`src/rtl/regfile_port_arbiter.sv`:
```
// regfile_port_arbiter
//   Sole owner of the register file write port. After reset it walks every
//   register index once, writing 0 to r0 and INIT_VALUE to the rest; after that
//   it arbitrates the port between the writeback stage and a debug/loader
//   channel. Writeback normally wins. A debug request that has been blocked for
//   MAX_WAIT consecutive cycles forces a one-cycle pipeline freeze so that the
//   debug write goes through.
//
// Ports
//   clk, reset                     clock (rising edge), async active-high reset
//   wbWrite/wbRegister/wbData      writeback write request
//   debugValid/debugRegister/
//   debugData                      debug write request (hold while not ready)
//   debugReady                     debug request accepted this cycle (comb)
//   pipelineStall                  freeze the pipeline (comb from state)
//   initDone                       register clear sequence finished
//   rfWrite/rfWriteRegister/
//   rfWriteData                    registered write port to the register file
module regfile_port_arbiter #(
  parameter int                NUM_REGS   = 32,
  parameter int                ADDR_W     = 5,
  parameter int                DATA_W     = 32,
  parameter logic [DATA_W-1:0] INIT_VALUE = '0,
  parameter int                MAX_WAIT   = 4
) (
  input  logic              clk,
  input  logic              reset,
  input  logic              wbWrite,
  input  logic [ADDR_W-1:0] wbRegister,
  input  logic [DATA_W-1:0] wbData,
  input  logic              debugValid,
  input  logic [ADDR_W-1:0] debugRegister,
  input  logic [DATA_W-1:0] debugData,
  output logic              debugReady,
  output logic              pipelineStall,
  output logic              initDone,
  output logic              rfWrite,
  output logic [ADDR_W-1:0] rfWriteRegister,
  output logic [DATA_W-1:0] rfWriteData
);

  localparam int                WAIT_W   = (MAX_WAIT < 1) ? 1 : $clog2(MAX_WAIT + 1);
  localparam logic [ADDR_W-1:0] LAST_IDX = ADDR_W'(NUM_REGS - 1);
  localparam logic [WAIT_W-1:0] WAIT_MAX = WAIT_W'(MAX_WAIT);

  typedef enum logic {ST_INIT, ST_RUN} state_t;

  state_t              state, state_nxt;
  logic [ADDR_W-1:0]   init_cnt, init_cnt_nxt;
  logic [WAIT_W-1:0]   wait_cnt, wait_cnt_nxt;

  logic                vld_p0;
  logic [ADDR_W-1:0]   wr_reg_p0;
  logic [DATA_W-1:0]   wr_data_p0;
  logic                vld_p1;
  logic [ADDR_W-1:0]   wr_reg_p1;
  logic [DATA_W-1:0]   wr_data_p1;

  logic                force_dbg;
  logic                wb_eff;
  logic                dbg_hs;

  // Blocked-cycle counter stops at MAX_WAIT; reaching it is what forces the stall.
  function automatic logic [WAIT_W-1:0] sat_inc(input logic [WAIT_W-1:0] v);
    return (v == WAIT_MAX) ? v : v + 1'b1;
  endfunction

  // Stage p0: arbitration and next write-port contents
  always_comb begin
    state_nxt     = state;
    init_cnt_nxt  = init_cnt;
    wait_cnt_nxt  = wait_cnt;
    vld_p0        = 1'b0;
    wr_reg_p0     = wr_reg_p1;
    wr_data_p0    = wr_data_p1;
    force_dbg     = 1'b0;
    wb_eff        = 1'b0;
    dbg_hs        = 1'b0;
    debugReady    = 1'b0;
    pipelineStall = 1'b1;
    initDone      = 1'b0;

    unique case (state)
      ST_INIT: begin
        vld_p0       = 1'b1;
        wr_reg_p0    = init_cnt;
        wr_data_p0   = (init_cnt == '0) ? '0 : INIT_VALUE;
        init_cnt_nxt = init_cnt + 1'b1;
        wait_cnt_nxt = '0;
        if (init_cnt == LAST_IDX) state_nxt = ST_RUN;
      end
      ST_RUN: begin
        initDone      = 1'b1;
        force_dbg     = (wait_cnt == WAIT_MAX);
        pipelineStall = force_dbg;
        // A write to r0 is a no-op, so it never takes the port away from debug.
        // In a forced cycle the frozen pipeline re-presents the dropped wb write.
        wb_eff        = wbWrite && (wbRegister != '0) && !force_dbg;
        debugReady    = !wb_eff;
        dbg_hs        = debugValid && debugReady;

        if (wb_eff) begin
          vld_p0     = 1'b1;
          wr_reg_p0  = wbRegister;
          wr_data_p0 = wbData;
        end else if (dbg_hs) begin
          vld_p0     = (debugRegister != '0);
          wr_reg_p0  = debugRegister;
          wr_data_p0 = debugData;
        end

        if (dbg_hs || !debugValid) wait_cnt_nxt = '0;
        else                       wait_cnt_nxt = sat_inc(wait_cnt);
      end
      default: state_nxt = ST_INIT;
    endcase
  end

  // Stage p1: registered write port and control state
  always_ff @(posedge clk or posedge reset) begin
    if (reset) begin
      state      <= ST_INIT;
      init_cnt   <= '0;
      wait_cnt   <= '0;
      vld_p1     <= 1'b0;
      wr_reg_p1  <= '0;
      wr_data_p1 <= '0;
    end else begin
      state      <= state_nxt;
      init_cnt   <= init_cnt_nxt;
      wait_cnt   <= wait_cnt_nxt;
      vld_p1     <= vld_p0;
      wr_reg_p1  <= wr_reg_p0;
      wr_data_p1 <= wr_data_p0;
    end
  end

  assign rfWrite         = vld_p1;
  assign rfWriteRegister = wr_reg_p1;
  assign rfWriteData     = wr_data_p1;

endmodule

```
`config.mk`:
```
export PLATFORM = sky130hd
export DESIGN_NAME = regfile_port_arbiter
export DESIGN_NICKNAME = d
export VERILOG_FILES = /design/src/rtl/regfile_port_arbiter.sv
export SDC_FILE = /design/constraint.sdc
export NUM_CORES = 1
export LEC_CHECK = 0
export CORE_ASPECT_RATIO = 0.75
export CORE_MARGIN = 1.5
export CORE_UTILIZATION = 43
export DETAILED_ROUTE_END_ITERATION = 8
export GPL_ROUTABILITY_DRIVEN = 0
export PLACE_DENSITY = 0.85
export SYNTH_ARGS = -nofsm -noshare
export SYNTH_HDL_FRONTEND = slang
export SYNTH_SLANG_ARGS = --single-unit
export TNS_END_PERCENT = 5
```
`constraint.sdc`:
```
create_clock -name clk -period 3.2 [get_ports clk]
set_input_delay 0.8 -clock clk [delete_from_list [all_inputs] [get_ports clk]]
set_output_delay 0.8 -clock clk [all_outputs]
set_load 0.01 [all_outputs]
```
After elaboration in Yosys (flattened, before gate mapping) --
Cells that the tools add are included.
Storage, ports and cells: memory bits (writable) 0, latch bits 0, bits in registers 47, output and inout bits 41, input bits 78, memories kept 0, bits in read-only memories 0, logic and storage cells 39
Cells by class: reduce and logical (&&, ||, !) cells 9, divide/modulo/power cells 0, $mul 0, shift operators 0, bitwise operators 1, magnitude comparators 0, eq/ne operators 4, $add $sub $neg 2, mux-type cells 17
Operator list (count):
- 32-bit two-way mux | 2
- 32-bit case mux with 2 select lines | 1
- 5-bit two-way mux | 2
- 5-bit case mux with 2 select lines | 1
- 5-bit nonzero test | 2
- 1-bit two-way mux | 7
- 3-bit two-way mux | 2
- 3-bit case mux with 2 select lines | 1
- 5-bit by 1-bit adder with 5-bit output (second input constant) | 1
- 5-bit equality test (second input constant) | 1
- 3-bit by 1-bit adder with 3-bit output (second input constant) | 1
- 3-bit equality test (second input constant) | 1
- 1-bit logical AND | 3
- 1-bit logical NOT | 3
- 3-bit by 1-bit inequality test with 1-bit output (second input constant) | 1
- 3-bit inequality test (second input constant) | 1
- 1-bit case mux with 2 select lines | 1
- 1-bit logical OR | 1
- 1-bit NOT | 1

Logic depth before layout (Yosys ltp) --
Gate-level depths: netlist (run 1).
word-level depth 8, mapped depth 7, gate-level depth less buffers 6

Least setup slack after synthesis (run 1) --
Ideal clock, no wire load.
kind input -> output, start point input port wbRegister[2], end point output port debugReady, stages 4, arrival 1.790 ns, path slack 0.610 ns, data required time 2.400 ns, path buffers 0, path through or4_4 > o21ai_4 > nand2_1 > inv_1
Between the ends: cells in the longest elaborated chain, start to end 5
RTL lines:
- start: declaration | line 29 | input logic [ADDR_W-1:0] wbRegister,
- 5-bit nonzero test | line 98 | wb_eff = wbWrite && (wbRegister != '0) && !force_dbg;
- 1-bit logical AND (2 in a row) | line 98
- 1-bit logical NOT | line 99 | debugReady = !wb_eff;
- 1-bit two-way mux | line 83 | unique case (state)
- end: declaration | line 34 | output logic debugReady,
Every way passes these cells.

Worst setup path after layout (run 1) --
start point input port wbRegister[0], end point output port debugReady
The elaborated chain is that of the path after synthesis.

==> results of run 1 <==
-- Yosys cell counts, drive strengths merged (3+ instances only) --
cell type	n
inv	7
ha	4
o31a	4
nor3	3
nor2b	4
buf	9
clkbuf	8
o21ai	10
mux2i	32
dfrtp	47
xnor2	4
a211oi	32
a31oi	4
nor2	33
nand2	6
-- worst paths after layout --
path                                         to  cells after the start
worst max-delay path                 debugReady                      6
worst min-delay path                init_cnt[3]                      1
worst max register to register  rfWriteData[13]                      7
worst min register to register      init_cnt[3]                      1
max in group asynchronous       rfWriteData[20]                      3
min in group asynchronous        rfWriteData[7]                      2
-- layer usage --
layer | part of all wire (%) | global-route usage, % | vias up
met5 | 0 | 0 | -
li1 | - | - | 1028
met3 | 6.9 | 5.58 | 9
met1 | 47 | 29.8 | 1043
met2 | 45 | 36.2 | 80
met4 | 1.2 | 6.64 | 0
-- power groups by stage --
stage                     clock (W)  sequential (W)  combinational [W]
after floorplan                   0        0.000702           0.000122
after global placement            0        0.000679           0.000362
after detailed placement          0        0.000680           0.000370
after CTS                  0.000373        0.000670           0.000371
after global routing       0.000402        0.000676           0.000396
final                      0.000364        0.000670           0.000367
-- flip-flops by register name, indices dropped and copies added (netlist names) --
signal,count
wait_cnt,3
state,1
rfWriteData,32
rfWrite,1
init_cnt,5
rfWriteRegister,5
-- layout make-up --
| type | instances | area (um2) | area share, % |
|---|---|---|---|
| clock buffers | 5 | 68.8 | 1.86 |
| multi-input cells | 149 | 1060 | 28.7 |
| repair buffers | 127 | 1250 | 33.8 |
| inverters | 8 | 30.0 | 0.811 |
| well taps | 75 | 93.8 | 2.54 |
| flip-flops and latches | 47 | 1180 | 31.8 |
| clock inverters | 3 | 18.8 | 0.507 |
-- through the flow --
step           instances  worst slack (ps)
4_1_cts              414              22.7
3_5_place_dp         406              -242
3_3_place_gp         406              -205
2_1_floorplan        221               610
5_1_grt              414              87.0
6_report             414               141
-- timing repair --
item | in CTS | in global routing
endpoints found under the setup margin | 1 | 1
gates resized for setup | 1 | 2
pin swaps | 0 | 1
-- cell families after synthesis --
family | after synthesis
AOI/OAI and AO/OA | 55
xor gates and xnor gates | 4
adders and majority gates | 4
buffers and inverters | 25
DFF | 47
muxes | 34
and+or+nand+nor | 52
==> impl_metrics.py, run 1 <==
metrics = {
    "routing": {
        "ant_nets": 0,
        "num_vias": 2160,
        "drt_wl_total_um": 6340,
        "wl_per_cell_um": 15.3,
        "first_pass_iters": 4,
        "drc": 0,
        "initialDrtViolationCount": 135,
        "viasPerCell": 5.22,
    },
    "sta": {
        "slew_violations": 0,
        "hold_viol": 0,
        "worstMarginPinSlew_ps": 677,
        "slew_headroom_pct": 54.9,
        "setup_tns_ps": 0,
        "clock_skew_ps": 11.7,
        "rsz0062_at_grt": "no",
        "min_period_ps": 3060,
        "holdWs_ps": 490,
        "fin_crit_sh_pct": 95.6,
        "finalSetupViolCount": 0,
        "fmax_mhz": 327,
    },
    "placed_design": {
        "place_area_um2": 3620,
        "place_hpwl_um": 4570,
        "io_buffers": 118,
    },
    "floorplan": {
        "die_w_um": 88.4,
        "io-pin-count": 119,
        "rows": 23,
        "die_h_um": 67.1,
        "coreArea_um2": 5300,
        "die_area_um2": 5930,
        "start_util_pct": 44.4,
    },
    "yosys": {
        "seq_area_frac_synth_pct": 50.0,
        "synth_cell_type_count": 30,
        "synth_flop_cell": "dfrtp_1",
        "synth_top_family_by_area": "compound AO/OA/AOI/OAI gates",
        "synthTopCellsByArea": "dfrtp_1 50%, mux2i_1 14%, a211oi_1 10%",
        "synthMuxAreaShare_pct": 14.6,
        "synth_xor_area_share_pct": 1.49,
        "synthCells": 221,
        "syn_area_per_cell_um2": 10.6,
        "synthAdderAreaFrac_pct": 2.13,
        "synth_edf_count": 0,
        "synth_fp_nets": 303,
        "yosys.area.top_type": "dfrtp_1",
        "yosys.area_share.simple_pct": 9.68,
        "synth-seq-cells": 47,
        "synth_top_area_share_pct": 50.0,
        "synthArstFlopShare_pct": 100,
        "ys_warn_count": 0,
        "synth_compound_area_share_pct": 17.3,
        "syn_area_um2": 2350,
    },
    "cts": {
        "cts-buffers-inserted": 5,
        "cts_max_path_buffers": 2,
        "post_cts_buffers": 0,
        "clk_pin_slew_ps": 90,
        "cts.sinks": 47,
        "cts-htree-levels": 2,
        "cts_root_buf": "clkbuf_8",
        "cts_hold_buf": 0,
        "clock_latency_ps": 310,
        "cts_tree": "built",
    },
    "cells_and_area": {
        "postLayoutCellArea_um2": 3700,
        "nFillCells": 416,
        "drive_gt1_share_pct": 7.96,
        "nets": 420,
        "syn2layout_area_growth_pct": 57.3,
        "final_cell_mix": "116 x clkdlybuf4s50_1, 47 x dfrtp_1, 33 x nor2_1",
        "finish.utilization_pct": 69.9,
        "diodes": 0,
        "final_common_cell": "clkdlybuf4s50_1",
    },
    "power": {
        "power_leakage_nw": 1.57,
        "combPwrFrac_pct": 26.2,
        "peakVddDrop_mv": 0.204,
        "internal-power_w": 0.00102,
        "swShare_pct": 27.0,
        "p_seq_share_pct": 47.8,
        "power_density_nw_per_um2": 378,
        "pwr-share-clk_pct": 26.0,
        "switching_power_w": 0.000379,
        "total_power_w": 0.00140,
    },
    "critical_path": {
        "start_kind": "input pin",
        "r2r-start": "wait_cnt[0]",
        "critical-path-top-delay-family": "simple AND/OR/NAND/NOR gates",
        "slowest_delay_ps": 570,
        "crit_fanout": 2,
        "r2r_slack_ps": 1280,
        "critPathCaptureType": "output pin",
        "cp_slowest_cell": "or4_4",
        "critPathKind": "in -> out",
        "path_buf_inv": 3,
        "startpoint": "wbRegister[0]",
        "worst_ep_required_time_ps": 2400,
        "path_cells": "clkdlybuf4s50_1 -> or4_4 -> o21ai_4 -> nand2_1 -> inv_1 -> clkbuf_2",
        "critPathArrivalTime_ps": 2260,
    },
    "grt": {
        "grt_usage_pct": 22.4,
        "grt_pass1_wl_um": 10000,
        "grt_max_degree": 70,
        "overflow": 0,
        "grt_antenna_before_repair": 0,
        "grt_pass1_vias": 2145,
    },
    "hold_path": {
        "min_path_type": "reg -> reg",
        "min-delay-start": "init_cnt[3]",
    },
    "status": {
        "status": "finished, final reports clean",
    },
    "job": {
        "cap_violations": 0,
    },
}
Power figures use the tool's default switching activity.
==> run 2, diff against run 1 <==
--- a/config.mk
+++ b/config.mk
@@ -10,7 +10,9 @@
 export CORE_UTILIZATION = 43
 export DETAILED_ROUTE_END_ITERATION = 8
 export GPL_ROUTABILITY_DRIVEN = 0
+export HOLD_SLACK_MARGIN = 0.06
 export PLACE_DENSITY = 0.85
+export SETUP_SLACK_MARGIN = 0.5
 export SYNTH_ARGS = -nofsm -noshare
 export SYNTH_HDL_FRONTEND = slang
 export SYNTH_SLANG_ARGS = --single-unit
==> run 2 against run 1 <==
Clock power about the same. Flip-flop and latch count stayed put. First-iteration DRC count shrank 47%. Fmax grew 15%. Register-to-register slack hardly changed. Highest routed layer unchanged. Combinational power hardly changed. Sequential power about the same. Critical path depth unchanged. Via count rose by 0.51%.
==> impl_metrics.py, run 2 (synthesis results as in run 1) <==
metrics = {
    "floorplan": {
        "io-pin-count": 119,
        "rows": 23,
        "die_h_um": 67.1,
        "die_area_um2": 5930,
        "start_util_pct": 44.4,
        "die_w_um": 88.4,
        "coreArea_um2": 5300,
    },
    "critical_path": {
        "path_buf_inv": 3,
        "reg2reg_depth": 7,
        "slowest_delay_ps": 550,
        "worst_ep_required_time_ps": 2400,
        "path_cells": "buf_6 -> or4_4 -> o21ai_4 -> nand2_2 -> inv_2 -> buf_6",
        "crit_fanout": 2,
        "start_kind": "input pin",
        "critical_path_depth": 6,
        "critPathArrivalTime_ps": 1860,
        "critical-path-top-delay-family": "simple AND/OR/NAND/NOR gates",
        "critPathKind": "in -> out",
        "cpMostUsedCell": "buf_6",
        "cp_slowest_cell": "or4_4",
        "critPathCaptureType": "output pin",
    },
    "routing": {
        "initialDrtViolationCount": 71,
        "wl_per_cell_um": 15.4,
        "drc": 0,
        "num_vias": 2171,
        "ant_nets": 0,
        "drt_wl_total_um": 6370,
        "viasPerCell": 5.23,
        "first_pass_iters": 4,
    },
    "cells_and_area": {
        "drive_gt1_share_pct": 9.71,
        "final_cell_mix": "112 x clkdlybuf4s50_1, 47 x dfrtp_1, 33 x nor2_1",
        "final_common_cell": "clkdlybuf4s50_1",
        "diodes": 0,
        "nets": 421,
        "largest_register_ffs": 32,
        "syn2layout_area_growth_pct": 57.9,
    },
    "cts": {
        "cts_root_buf": "clkbuf_8",
        "cts_tree": "built",
        "clk_pin_slew_ps": 90,
        "clock_latency_ps": 310,
        "cts.sinks": 47,
        "cts-htree-levels": 2,
        "cts-buffers-inserted": 5,
        "cts_max_path_buffers": 2,
    },
    "sta": {
        "hold_viol": 0,
        "min_period_ps": 2660,
        "fin_crit_sh_pct": 83.2,
        "slew_violations": 0,
        "clock_skew_ps": 12.3,
        "setup_ws_ps": 537,
        "finalSetupViolCount": 0,
        "rsz0062_at_grt": "yes",
        "slew_headroom_pct": 54.7,
        "fmax_mhz": 376,
        "worstMarginPinSlew_ps": 680,
    },
    "power": {
        "internal-power_w": 0.00102,
        "p_seq_share_pct": 47.8,
        "total_power_w": 0.00140,
        "combPwrFrac_pct": 26.3,
        "pwr-share-clk_pct": 25.9,
        "power_density_nw_per_um2": 377,
        "peakVddDrop_mv": 0.204,
        "switching_power_w": 0.000379,
        "swShare_pct": 27.0,
        "power_leakage_nw": 1.58,
    },
    "placed_design": {
        "io_buffers": 118,
        "place_hpwl_um": 4570,
        "dpl_worst_slack_ps": -242,
    },
    "hold_path": {
        "min_path_type": "reg -> reg",
        "worstHoldPathCells": 1,
    },
    "job": {
        "cap_violations": 0,
    },
    "grt": {
        "grt_usage_pct": 22.5,
        "grt_max_degree": 70,
        "grt_pass1_vias": 2154,
        "grt_antenna_before_repair": 0,
        "grt_pass1_wl_um": 10100,
        "overflow": 0,
    },
    "status": {
        "status": "finished, final reports clean",
    },
}
==> run 2: power by group through the flow <==
stage,registers (W),logic (W),clock network (W)
after floorplan,0.000702,0.000122,0
after global placement,0.000679,0.000362,0
after detailed placement,0.000680,0.000370,0
after CTS,0.000670,0.000370,0.000373
after global routing,0.000676,0.000398,0.000401
final,0.000669,0.000369,0.000364
==> run 2: layout make-up <==
| class | count | area, um2 |
|---|---|---|
| fillers | 414 | 1580 |
| repair buffers | 128 | 1260 |
| flip-flops and latches | 47 | 1180 |
| multi-input cells | 149 | 1060 |
| well taps | 75 | 93.8 |
| clock buffers | 5 | 68.8 |
| inverters | 8 | 30.0 |
| clock inverters | 3 | 18.8 |
==> run 2: through the flow <==
stage,hold slack (ps),util (%),instance area (um2),instances,setup TNS (ps)
floorplan,440,-,2350,221,0
global placement,455,68.3,3620,406,-205
detailed placement,476,68.3,3620,406,-242
CTS,496,69.9,3700,415,0
global route,511,70.2,3710,415,0
finish,490,70.2,3710,415,0
==> run 2: worst paths after layout <==
path | from | end | slack (ps)
worst min register to register | init_cnt[3] | init_cnt[3] | 490
worst max-delay path | wbRegister[3] | debugReady | 540
worst max register to register | wait_cnt[0] | rfWriteData[13] | 1270
worst min-delay path | init_cnt[3] | init_cnt[3] | 490
min in group asynchronous | reset | rfWriteData[7] | 760
max in group asynchronous | reset | rfWriteData[20] | 1900
==> run 2: repair_timing <==
item,4_1_cts,5_1_grt
buffers inserted,1,0
endpoints found under the hold margin,0,0
hold buffers,0,0
endpoints found under the setup margin,2,1
pin swaps,2,2
resized for setup,19,4
==> run 2: metal layers <==
layer | vias to the layer above | track usage, % | part of all wire (%)
li1 | 1031 | - | -
met1 | 1049 | 29.8 | 46
met2 | 80 | 36.4 | 46
met3 | 11 | 5.58 | 6.4
met4 | 0 | 6.64 | 1.3
met5 | - | 0 | 0
==> run 2: worst register-to-register path, delay by kind of cell, from the launching register on <==
kind                     cells  cell delay, ps
buffers and inverters        2             640
AO/OA/AOI/OAI                3             440
AND/OR/NAND/NOR              1             150
flip-flops                   1             420
adder cells (fa/ha/maj)      1             190
==> run 3, diff against run 2 <==
--- a/config.mk
+++ b/config.mk
@@ -7,11 +7,11 @@
 export LEC_CHECK = 0
 export CORE_ASPECT_RATIO = 0.75
 export CORE_MARGIN = 1.5
-export CORE_UTILIZATION = 43
+export CORE_UTILIZATION = 40
 export DETAILED_ROUTE_END_ITERATION = 8
 export GPL_ROUTABILITY_DRIVEN = 0
 export HOLD_SLACK_MARGIN = 0.06
-export PLACE_DENSITY = 0.85
+export PLACE_DENSITY = 0.8
 export SETUP_SLACK_MARGIN = 0.5
 export SYNTH_ARGS = -nofsm -noshare
 export SYNTH_HDL_FRONTEND = slang
==> constraint.sdc (replaced) <==
create_clock -name clk -period 2.75 [get_ports clk]
set_input_delay 0.6875 -clock clk [delete_from_list [all_inputs] [get_ports clk]]
set_output_delay 0.6875 -clock clk [all_outputs]
set_load 0.01 [all_outputs]
==> run 3 against run 2 <==
Power grew 28%. Cell count is 0.48% higher. Largest cell class unchanged. First-iteration DRC count fell by 11%. Core utilization fell by 1.4 points. Sequential share of layout area is 0.50 points lower. Critical path depth is the same.
==> impl_metrics.py, run 3 (synthesis results as in run 1) <==
metrics = {
    "status": {
        "status": "finished, final reports clean",
    },
    "routing": {
        "drc": 0,
        "ant_nets": 0,
        "num_vias": 2134,
        "viasPerCell": 5.12,
        "drt_wl_total_um": 6420,
        "initialDrtViolationCount": 63,
        "first_pass_iters": 4,
        "wl_per_cell_um": 15.4,
    },
    "floorplan": {
        "die_w_um": 91.6,
        "die_h_um": 69.4,
        "rows": 23,
        "die_area_um2": 6350,
        "coreArea_um2": 5500,
        "start_util_pct": 42.8,
        "io-pin-count": 119,
    },
    "grt": {
        "grt_usage_pct": 21.1,
        "overflow": 0,
        "grt_max_degree": 70,
        "grt_antenna_before_repair": 0,
        "grt_pass1_wl_um": 10600,
        "grt_pass1_vias": 2203,
    },
    "placed_design": {
        "place_hpwl_um": 4720,
        "place_area_um2": 3620,
        "io_buffers": 118,
    },
    "cts": {
        "cts-buffers-inserted": 5,
        "cts_max_path_buffers": 2,
        "cts_root_buf": "clkbuf_8",
        "clk_pin_slew_ps": 90,
        "cts_tree": "built",
        "clock_latency_ps": 290,
        "cts-htree-levels": 2,
        "cts_hold_buf": 0,
        "cts.sinks": 47,
    },
    "sta": {
        "setup_tns_ps": 0,
        "holdWs_ps": 474,
        "slew_violations": 0,
        "hold_viol": 0,
        "fin_crit_sh_pct": 88.6,
        "fmax_mhz": 410,
        "slew_headroom_pct": 66.6,
        "clock_skew_ps": 6.29,
        "rsz0062_at_grt": "yes",
        "worstMarginPinSlew_ps": 501,
        "finalSetupViolCount": 0,
        "min_period_ps": 2440,
    },
    "critical_path": {
        "start_kind": "input pin",
        "critPathArrivalTime_ps": 1750,
        "critPathCaptureType": "output pin",
        "worst_ep_required_time_ps": 2060,
        "critPathKind": "in -> out",
        "crit_fanout": 2,
    },
    "cells_and_area": {
        "final_cell_mix": "112 x clkdlybuf4s50_1, 46 x dfrtp_1, 33 x nor2_1",
        "final_common_cell": "clkdlybuf4s50_1",
        "diodes": 0,
        "drive_gt1_share_pct": 10.8,
        "syn2layout_area_growth_pct": 60.6,
        "largest_register_ffs": 32,
        "nets": 423,
        "postLayoutCellArea_um2": 3780,
        "finish.utilization_pct": 68.7,
    },
    "power": {
        "power_density_nw_per_um2": 476,
        "power_leakage_nw": 1.61,
        "total_power_w": 0.00180,
        "peakVddDrop_mv": 0.337,
    },
    "hold_path": {
        "min_path_type": "reg -> reg",
    },
    "job": {
        "cap_violations": 0,
    },
}
-- run 3: path summary, 6_finish.rpt --
check	from	to	slack, ps	cells past startpoint
setup / recovery	wbRegister[3]	debugReady	310	6
hold / removal	wait_cnt[0]	wait_cnt[0]	470	1
hold reg to reg	wait_cnt[0]	wait_cnt[0]	470	1
min in group asynchronous	reset	rfWriteData[27]	730	2
max in group asynchronous	reset	state	1500	3
setup reg to reg	wait_cnt[0]	rfWriteRegister[1]	890	8
-- run 3: power breakdown --
group / switching, W / internal (W) / leakage (nW)
logic: 0.000167 / 0.000266 / 0.993
registers: 0.0000312 / 0.000747 / 0.549
clock network: 0.000226 / 0.000362 / 0.0644
-- run 3: per-layer routing --
metal | global-route usage [%] | wire length (um) | share of wire [%]
met5 | 0 | 0 | 0
met4 | 5.73 | 65 | 1.0
met3 | 5.04 | 381 | 5.9
met2 | 35.2 | 3010 | 47
met1 | 27.3 | 2970 | 46
-- run 3: final cells by class --
type / count / area, um2
timing repair buffer: 130 / 1280
fill: 441 / 1720
clock inverter: 3 / 67.6
tap: 75 / 93.8
sequential: 47 / 1180
multi-input combinational: 149 / 1060
clock buffer: 5 / 68.8
inverter: 8 / 30.0
-- run 3: repair_timing --
item	4_1_cts	5_1_grt
gates cloned	0	0
buffers inserted	2	1
endpoints found under the hold margin	0	0
endpoints found under the setup margin	40	9
pin swaps	2	2
resized for setup	23	2
-- run 3: metrics by stage --
stage	setup WS [ps]	cells
2_1_floorplan	416	221
3_3_place_gp	-447	406
3_5_place_dp	-465	406
4_1_cts	308	416
5_1_grt	282	417
6_report	312	417
-- run 3: critical path, cell delays in order --
cell	delay, ps
buf_6	90
or4_4	550
o21ai_4	160
nand2_2	80
inv_2	80
buf_6	90
